--- config.mk ---
export PLATFORM = sky130hd
export DESIGN_NAME = dm_arbiter
export DESIGN_NICKNAME = d
export VERILOG_FILES = /design/src/rtl/dm_arbiter.sv
export SDC_FILE = /design/constraint.sdc
export NUM_CORES = 1
export LEC_CHECK = 0
export ABC_AREA = 0
export CAP_MARGIN = 25
export CELL_PAD_IN_SITES_DETAIL_PLACEMENT = 0
export CELL_PAD_IN_SITES_GLOBAL_PLACEMENT = 1
export CORE_MARGIN = 8
export CORE_UTILIZATION = 21
export DETAILED_ROUTE_END_ITERATION = 7
export PLACE_DENSITY_LB_ADDON = 0.1
export SLEW_MARGIN = 20
export SYNTH_ARGS = -nofsm -noshare
export SYNTH_HDL_FRONTEND = slang
export SYNTH_SLANG_ARGS = --single-unit
--- constraint.sdc ---
create_clock -name clk -period 2.9 [get_ports clk]
set_clock_uncertainty 0.1 [all_clocks]
set_input_delay 0.435 -clock clk [delete_from_list [all_inputs] [get_ports clk]]
set_output_delay 0.435 -clock clk [all_outputs]
set_load 0.01 [all_outputs]
--- src/rtl/dm_arbiter.sv ---
// Two-port arbiter in front of the single-port data memory: round-robin with bounded
// bursts, address checking, and registered one-cycle read responses per port.
module dm_arbiter #(
  parameter int DM_WORDS  = 1024,
  parameter int BURST_MAX = 4
) (
  input  logic        clk,
  input  logic        reset,
  input  logic        p0_req,
  input  logic        p0_we,
  input  logic [31:0] p0_addr,
  input  logic [31:0] p0_wdata,
  output logic        p0_gnt,
  output logic        p0_rvalid,
  output logic [31:0] p0_rdata,
  output logic        p0_err,
  input  logic        p1_req,
  input  logic        p1_we,
  input  logic [31:0] p1_addr,
  input  logic [31:0] p1_wdata,
  output logic        p1_gnt,
  output logic        p1_rvalid,
  output logic [31:0] p1_rdata,
  output logic        p1_err,
  output logic [31:0] MemAddr,
  output logic [31:0] MemData,
  output logic        MemWr,
  input  logic [31:0] dm_rdata
);

  localparam int               CNT_W   = $clog2(BURST_MAX + 1);
  localparam logic [CNT_W-1:0] CNT_MAX = CNT_W'(BURST_MAX);
  localparam logic [31:0]      WORDS_L = 32'(DM_WORDS);

  function automatic logic addr_ok(input logic [31:0] addr);
    return (addr[1:0] == 2'b00) && ({2'b00, addr[31:2]} < WORDS_L);
  endfunction

  function automatic logic [CNT_W-1:0] cnt_next(input logic [CNT_W-1:0] c,
                                                input logic            same);
    if (!same) return CNT_W'(1);
    return (c < CNT_MAX) ? c + CNT_W'(1) : CNT_MAX;
  endfunction

  logic             last;
  logic [CNT_W-1:0] cnt;

  logic             any_p0;
  logic             sel_p0;
  logic             we_p0;
  logic             ok_p0;
  logic [31:0]      addr_p0;
  logic [31:0]      wdata_p0;
  logic [31:0]      rdata_p0;

  // Stage p0: arbitration and DM drive within the grant cycle.
  // cnt==0 only right after reset; the contest then goes to !last so port 0 wins first.
  always_comb begin
    any_p0 = 1'b0;
    sel_p0 = 1'b0;
    if (reset) begin
      if (p0_req && p1_req) begin
        any_p0 = 1'b1;
        sel_p0 = ((cnt != '0) && (cnt < CNT_MAX)) ? last : ~last;
      end else if (p0_req) begin
        any_p0 = 1'b1;
        sel_p0 = 1'b0;
      end else if (p1_req) begin
        any_p0 = 1'b1;
        sel_p0 = 1'b1;
      end
    end
  end

  always_comb begin
    we_p0    = 1'b0;
    addr_p0  = '0;
    wdata_p0 = '0;
    if (any_p0) begin
      we_p0    = sel_p0 ? p1_we    : p0_we;
      addr_p0  = sel_p0 ? p1_addr  : p0_addr;
      wdata_p0 = sel_p0 ? p1_wdata : p0_wdata;
    end
    ok_p0    = addr_ok(addr_p0);
    rdata_p0 = (!we_p0 && ok_p0) ? dm_rdata : '0;
  end

  assign p0_gnt  = any_p0 & ~sel_p0;
  assign p1_gnt  = any_p0 & sel_p0;
  assign MemAddr = addr_p0;
  assign MemData = wdata_p0;
  assign MemWr   = any_p0 & we_p0 & ok_p0;

  // Stage p1: registered response on the granted port; the idle port holds rdata/err.
  always_ff @(posedge clk) begin
    if (!reset) begin
      last      <= 1'b1;
      cnt       <= '0;
      p0_rvalid <= 1'b0;
      p1_rvalid <= 1'b0;
      p0_rdata  <= '0;
      p1_rdata  <= '0;
      p0_err    <= 1'b0;
      p1_err    <= 1'b0;
    end else begin
      p0_rvalid <= p0_gnt;
      p1_rvalid <= p1_gnt;
      if (any_p0) begin
        cnt  <= cnt_next(cnt, sel_p0 == last);
        last <= sel_p0;
      end
      if (p0_gnt) begin
        p0_rdata <= rdata_p0;
        p0_err   <= ~ok_p0;
      end
      if (p1_gnt) begin
        p1_rdata <= rdata_p0;
        p1_err   <= ~ok_p0;
      end
    end
  end

endmodule

==> results of run 1 <==
## per-layer routing
| metal | routed length (µm) | vias to the layer above | global-route usage, % |
|---|---|---|---|
| li1 | - | 2289 | - |
| met5 | 0 | - | 0 |
| met4 | 430 | 0 | 5.41 |
| met2 | 9850 | 196 | 31.1 |
| met3 | 1690 | 26 | 6.12 |
| met1 | 7470 | 2190 | 18.6 |
## layout by cell type (no fill, tap or decap), types with 2 or more instances in the layout
cell type | Yosys | layout
sky130_fd_sc_hd__buf_12 | 0 | 7
sky130_fd_sc_hd__buf_6 | 3 | 2
sky130_fd_sc_hd__buf_4 | 0 | 39
sky130_fd_sc_hd__clkdlybuf4s50_1 | 0 | 233
sky130_fd_sc_hd__a31o_2 | 27 | 27
sky130_fd_sc_hd__o211ai_1 | 2 | 2
sky130_fd_sc_hd__a21oi_2 | 0 | 6
sky130_fd_sc_hd__bufbuf_16 | 0 | 3
sky130_fd_sc_hd__buf_16 | 0 | 3
sky130_fd_sc_hd__and3_1 | 32 | 32
sky130_fd_sc_hd__inv_2 | 1 | 2
sky130_fd_sc_hd__dfxtp_1 | 72 | 70
sky130_fd_sc_hd__o21ai_0 | 5 | 5
sky130_fd_sc_hd__or4_1 | 2 | 2
sky130_fd_sc_hd__or4b_4 | 1 | 2
sky130_fd_sc_hd__nand2_1 | 134 | 133
sky130_fd_sc_hd__a31oi_1 | 3 | 3
sky130_fd_sc_hd__a31o_1 | 5 | 5
sky130_fd_sc_hd__nand4_1 | 2 | 2
sky130_fd_sc_hd__clkinvlp_4 | 0 | 3
sky130_fd_sc_hd__a22o_1 | 32 | 32
sky130_fd_sc_hd__clkbuf_2 | 0 | 34
sky130_fd_sc_hd__a21oi_1 | 67 | 60
sky130_fd_sc_hd__dfxtp_2 | 0 | 2
sky130_fd_sc_hd__nor4_1 | 8 | 7
sky130_fd_sc_hd__nor2_1 | 5 | 4
sky130_fd_sc_hd__clkbuf_16 | 0 | 10
sky130_fd_sc_hd__buf_2 | 6 | 20
sky130_fd_sc_hd__clkdlybuf4s15_1 | 0 | 5
sky130_fd_sc_hd__clkinv_4 | 0 | 2
sky130_fd_sc_hd__inv_1 | 4 | 2
sky130_fd_sc_hd__dlygate4sd2_1 | 0 | 5
## repair_timing
item	CTS	global route
endpoints found under the hold margin	0	0
cloned	5	1
buffers inserted	8	1
gates resized for setup	162	78
endpoints found under the setup margin	67	62
pin swaps	5	3
## where the power goes
group | switching (mW) | internal (mW)
sequential | 0.00397 | 0.998
clock | 0.428 | 0.576
combinational | 0.316 | 0.401
total | 0.748 | 1.98
## Yosys cell counts
library cell,n
sky130_fd_sc_hd__nand2_1,134
sky130_fd_sc_hd__dfxtp_1,72
sky130_fd_sc_hd__a21oi_1,67
sky130_fd_sc_hd__a22o_1,32
sky130_fd_sc_hd__and3_1,32
sky130_fd_sc_hd__clkbuf_1,30
sky130_fd_sc_hd__a31o_2,27
sky130_fd_sc_hd__nor4_1,8
sky130_fd_sc_hd__buf_2,6
sky130_fd_sc_hd__a31o_1,5
sky130_fd_sc_hd__nor2_1,5
sky130_fd_sc_hd__o21ai_0,5
sky130_fd_sc_hd__buf_1,4
sky130_fd_sc_hd__inv_1,4
sky130_fd_sc_hd__a31oi_1,3
sky130_fd_sc_hd__buf_6,3
sky130_fd_sc_hd__ha_1,2
sky130_fd_sc_hd__nand4_1,2
sky130_fd_sc_hd__o211ai_1,2
sky130_fd_sc_hd__or4_1,2
sky130_fd_sc_hd__a211oi_1,1
sky130_fd_sc_hd__a21bo_2,1
sky130_fd_sc_hd__a311oi_1,1
sky130_fd_sc_hd__and3b_1,1
sky130_fd_sc_hd__and4_1,1
sky130_fd_sc_hd__inv_2,1
sky130_fd_sc_hd__nand3_1,1
sky130_fd_sc_hd__nand3b_1,1
sky130_fd_sc_hd__nand4_4,1
sky130_fd_sc_hd__nor3b_1,1
sky130_fd_sc_hd__nor4b_4,1
sky130_fd_sc_hd__o221a_2,1
sky130_fd_sc_hd__or2_2,1
sky130_fd_sc_hd__or3_1,1
sky130_fd_sc_hd__or4b_1,1
sky130_fd_sc_hd__or4b_2,1
sky130_fd_sc_hd__or4b_4,1
## how the worst min path moves through the flow
stage	slack (ns)	end
6_report	0.36	p0_err$_SDFFE_PN0P_
5_1_grt	0.40	p0_rdata[17]$_SDFFE_PN0P_
4_1_cts	0.36	p0_err$_SDFFE_PN0P_
3_5_place_dp	0.36	p0_err$_SDFFE_PN0P_
3_3_place_gp	0.36	p0_err$_SDFFE_PN0P_
2_1_floorplan	0.35	cnt[1]$_SDFFE_PN0P_
## registers in the layout, indices dropped and copies added, names as in the netlist
signal	count
p1_rvalid	1
p1_rdata	32
last	1
p0_err	1
p0_rdata	32
p0_rvalid	1
p1_err	1
cnt	3
## final cells by class
type	instances	area, µm²	share of cell area [%]
Timing Repair Buffer	354	3380	45.6
Multi-Input combinational cell	342	2010	27.1
Sequential cell	72	1440	19.5
Tap cell	225	282	3.80
Clock buffer	9	225	3.04
Clock inverter	6	45.0	0.608
Inverter	5	23.8	0.321
## critical path, stage by stage (launching register included)
cell	delay (ns)
sky130_fd_sc_hd__dfxtp_2	0.33
sky130_fd_sc_hd__inv_2	0.04
sky130_fd_sc_hd__ha_4	0.15
sky130_fd_sc_hd__or4b_4	0.50
sky130_fd_sc_hd__nand4_4	0.12
sky130_fd_sc_hd__clkinv_4	0.09
sky130_fd_sc_hd__or4b_4	0.54
sky130_fd_sc_hd__a21oi_4	0.16
sky130_fd_sc_hd__buf_6	0.13
## cell families (layout without fill, tap and decap cells)
| kind of cell | count (synthesis) | count (layout) | synth area share, % |
|---|---|---|---|
| compound gates | 145 | 145 | 27.6 |
| buf+inv | 48 | 374 | 5.84 |
| simple gates | 195 | 195 | 25.8 |
| flops | 72 | 72 | 40.1 |
| fa+ha+maj | 2 | 2 | 0.696 |
## stage by stage
step | power (mW) | setup slack, ns | hold slack, ns
final | 2.72 | -0.0353 | 0.359
after global placement | 1.71 | -0.625 | 0.360
after global routing | 2.86 | -0.108 | 0.398
after CTS | 2.76 | -0.141 | 0.365
after detailed placement | 1.71 | -0.633 | 0.358
after floorplan | 1.24 | 0.291 | 0.347
==> reports/results.md, run 1 <==
| Item | Value |
|:---|:---|
| VDD IR max | 222 µV |
| #FFs+latches synth | 72 |
| Cell Rows | 48 |
| Required time worst endpoint | 2.37 ns |
| Gp weighted congestion | 0.806 |
| Fmax | 0.341 GHz |
| Setup slack after layout | -0.0353 ns |
| Max_cap viols | 0 |
| Run status | complete, but fails checks |
| Reg-to-Reg Start | cnt[1]$_SDFFE_PN0P_ |
| End point of the critical path | MemWr |
| Synthesis warning total | 0 |
| Worst min-delay path startpoint | p0_err$_SDFFE_PN0P_ |
| Total clock buffers created by CTS | 9 |
| Net count reported at finish | 952 |
| Average footprint of a synthesized cell | 7.79 µm² |
| Cell area after technology mapping | 3600 µm² |
| Cell taking the most area after synthesis | sky130_fd_sc_hd__dfxtp_1 |
| Placement Cell Area | 7040 µm² |
| Area added between synthesis and finish | 106% |
| Ratio of cells with drive above 1 in the final layout | 22.3% |
| Drt first pass iters | 4 |
| IO Port Bufs | 300 |
| Aggregate negative setup slack | -0.0353 ns |
| Pin count of the biggest net entering global routing | 66 |
| Capture instance of the worst register-to-register path | p0_rdata[5]$_SDFFE_PN0P_ |
| Number of H-tree levels | 3 |
| Sort of element at the start of the critical path | register |
| Worst-skew pair later-pin latency | 0.32 ns |
| Initial antenna violation count | 0 |
| Detail Route Antenna Nets | 0 |
| Post-synthesis cell count | 462 |
| Main area contributors after synthesis | sky130_fd_sc_hd__dfxtp_1, sky130_fd_sc_hd__nand2_1, sky130_fd_sc_hd__a21oi_1 |
| Clock root buffer | sky130_fd_sc_hd__clkbuf_16 |
| Post-synthesis cell type count | 37 |
| Post-CTS Hold Buffers | 0 |
| Final design instance area without fill | 7410 µm² |
| Rel. slew slack | 59.9% |
| Routed via count | 4701 |
| Hold violation count in the final report | 0 |
| Number of I/O pins | 301 |
| Critical Path Sink Type | primary output |
| Buffer levels on the longest clock path | 2 |
| Final min period | 2.94 ns |
| Number of instances on the worst hold path | 2 |
| Via count of the first global-routing pass | 5088 |
| Count of cells along the worst register-to-register path | 10 |
| Wire length of the first global-routing pass | 29600 µm |
| Arrival time of the worst setup path | 2.40 ns |
| Routed wire length per instance | 19.2 µm |
| Internal reg-to-reg setup slack | 0.43 ns |
| Count of final setup violators | 1 |
| Area of the core | 17000 µm² |
| Kind of critical path | register to primary output |
| Unrepaired setup endpoints after global routing | yes |
| Post-Route Utilization | 43.6% |
| Global route overflow | 0 |
| Power density over the cells | 368 nW/µm² |
| Failing checks | setup timing |
| Tot GR Track Use | 17.3% |
| Remaining DRCs | 0 |
| Clock tree from TritonCTS | built |
| Clock slew at reported path FFs | 0.06 ns |
| Top-area cell type share of the netlist area | 40.1% |
| Critical Path Start | cnt[1]$_SDFFE_PN0P_ |
| Vias per inst | 4.64 |
| Leakage power figure | 3.19 nW |
| Worst Max-Slew Pin Slew | 0.601 ns |
| Post-DP HPWL | 14500 µm |
| Fillers | 1670 |
| Total wirelength of the detailed-routed design | 19400 µm |
| # diodes | 0 |
| Crit share post-route | 101% |
| Die outline area | 21600 µm² |
| Synthesized Nets | 630 |
| Starting utilization of the core area | 21.2% |
| Post-Layout Cell Count | 1013 |
| Final Max Tran Viols | 0 |
| Die width | 147 µm |
| Number of cells after detailed placement | 983 |
| Clk sinks | 72 |
| Largest fanout on the critical path | 4 |
| DRC marker count from the first detailed-route iteration | 149 |
| Floorplan die height | 147 µm |
| Sequential-to-total area share from yosys stat | 40.1% |
| Worst hold path type | register to register |
Note: power is estimated with default switching activity, not from simulation.
==> run 2, diff against run 1 <==
Settings changed: CAP_MARGIN 25 to 20.
==> results of run 2 <==
Same layout as run 1: the final DEF is identical, and so are final timing and power.
==> run 3, diff against run 2 <==
Settings changed: SLEW_MARGIN 20 to 15.
==> results of run 3 <==
Same layout as run 1: the final DEF is identical, and so are final timing and power.
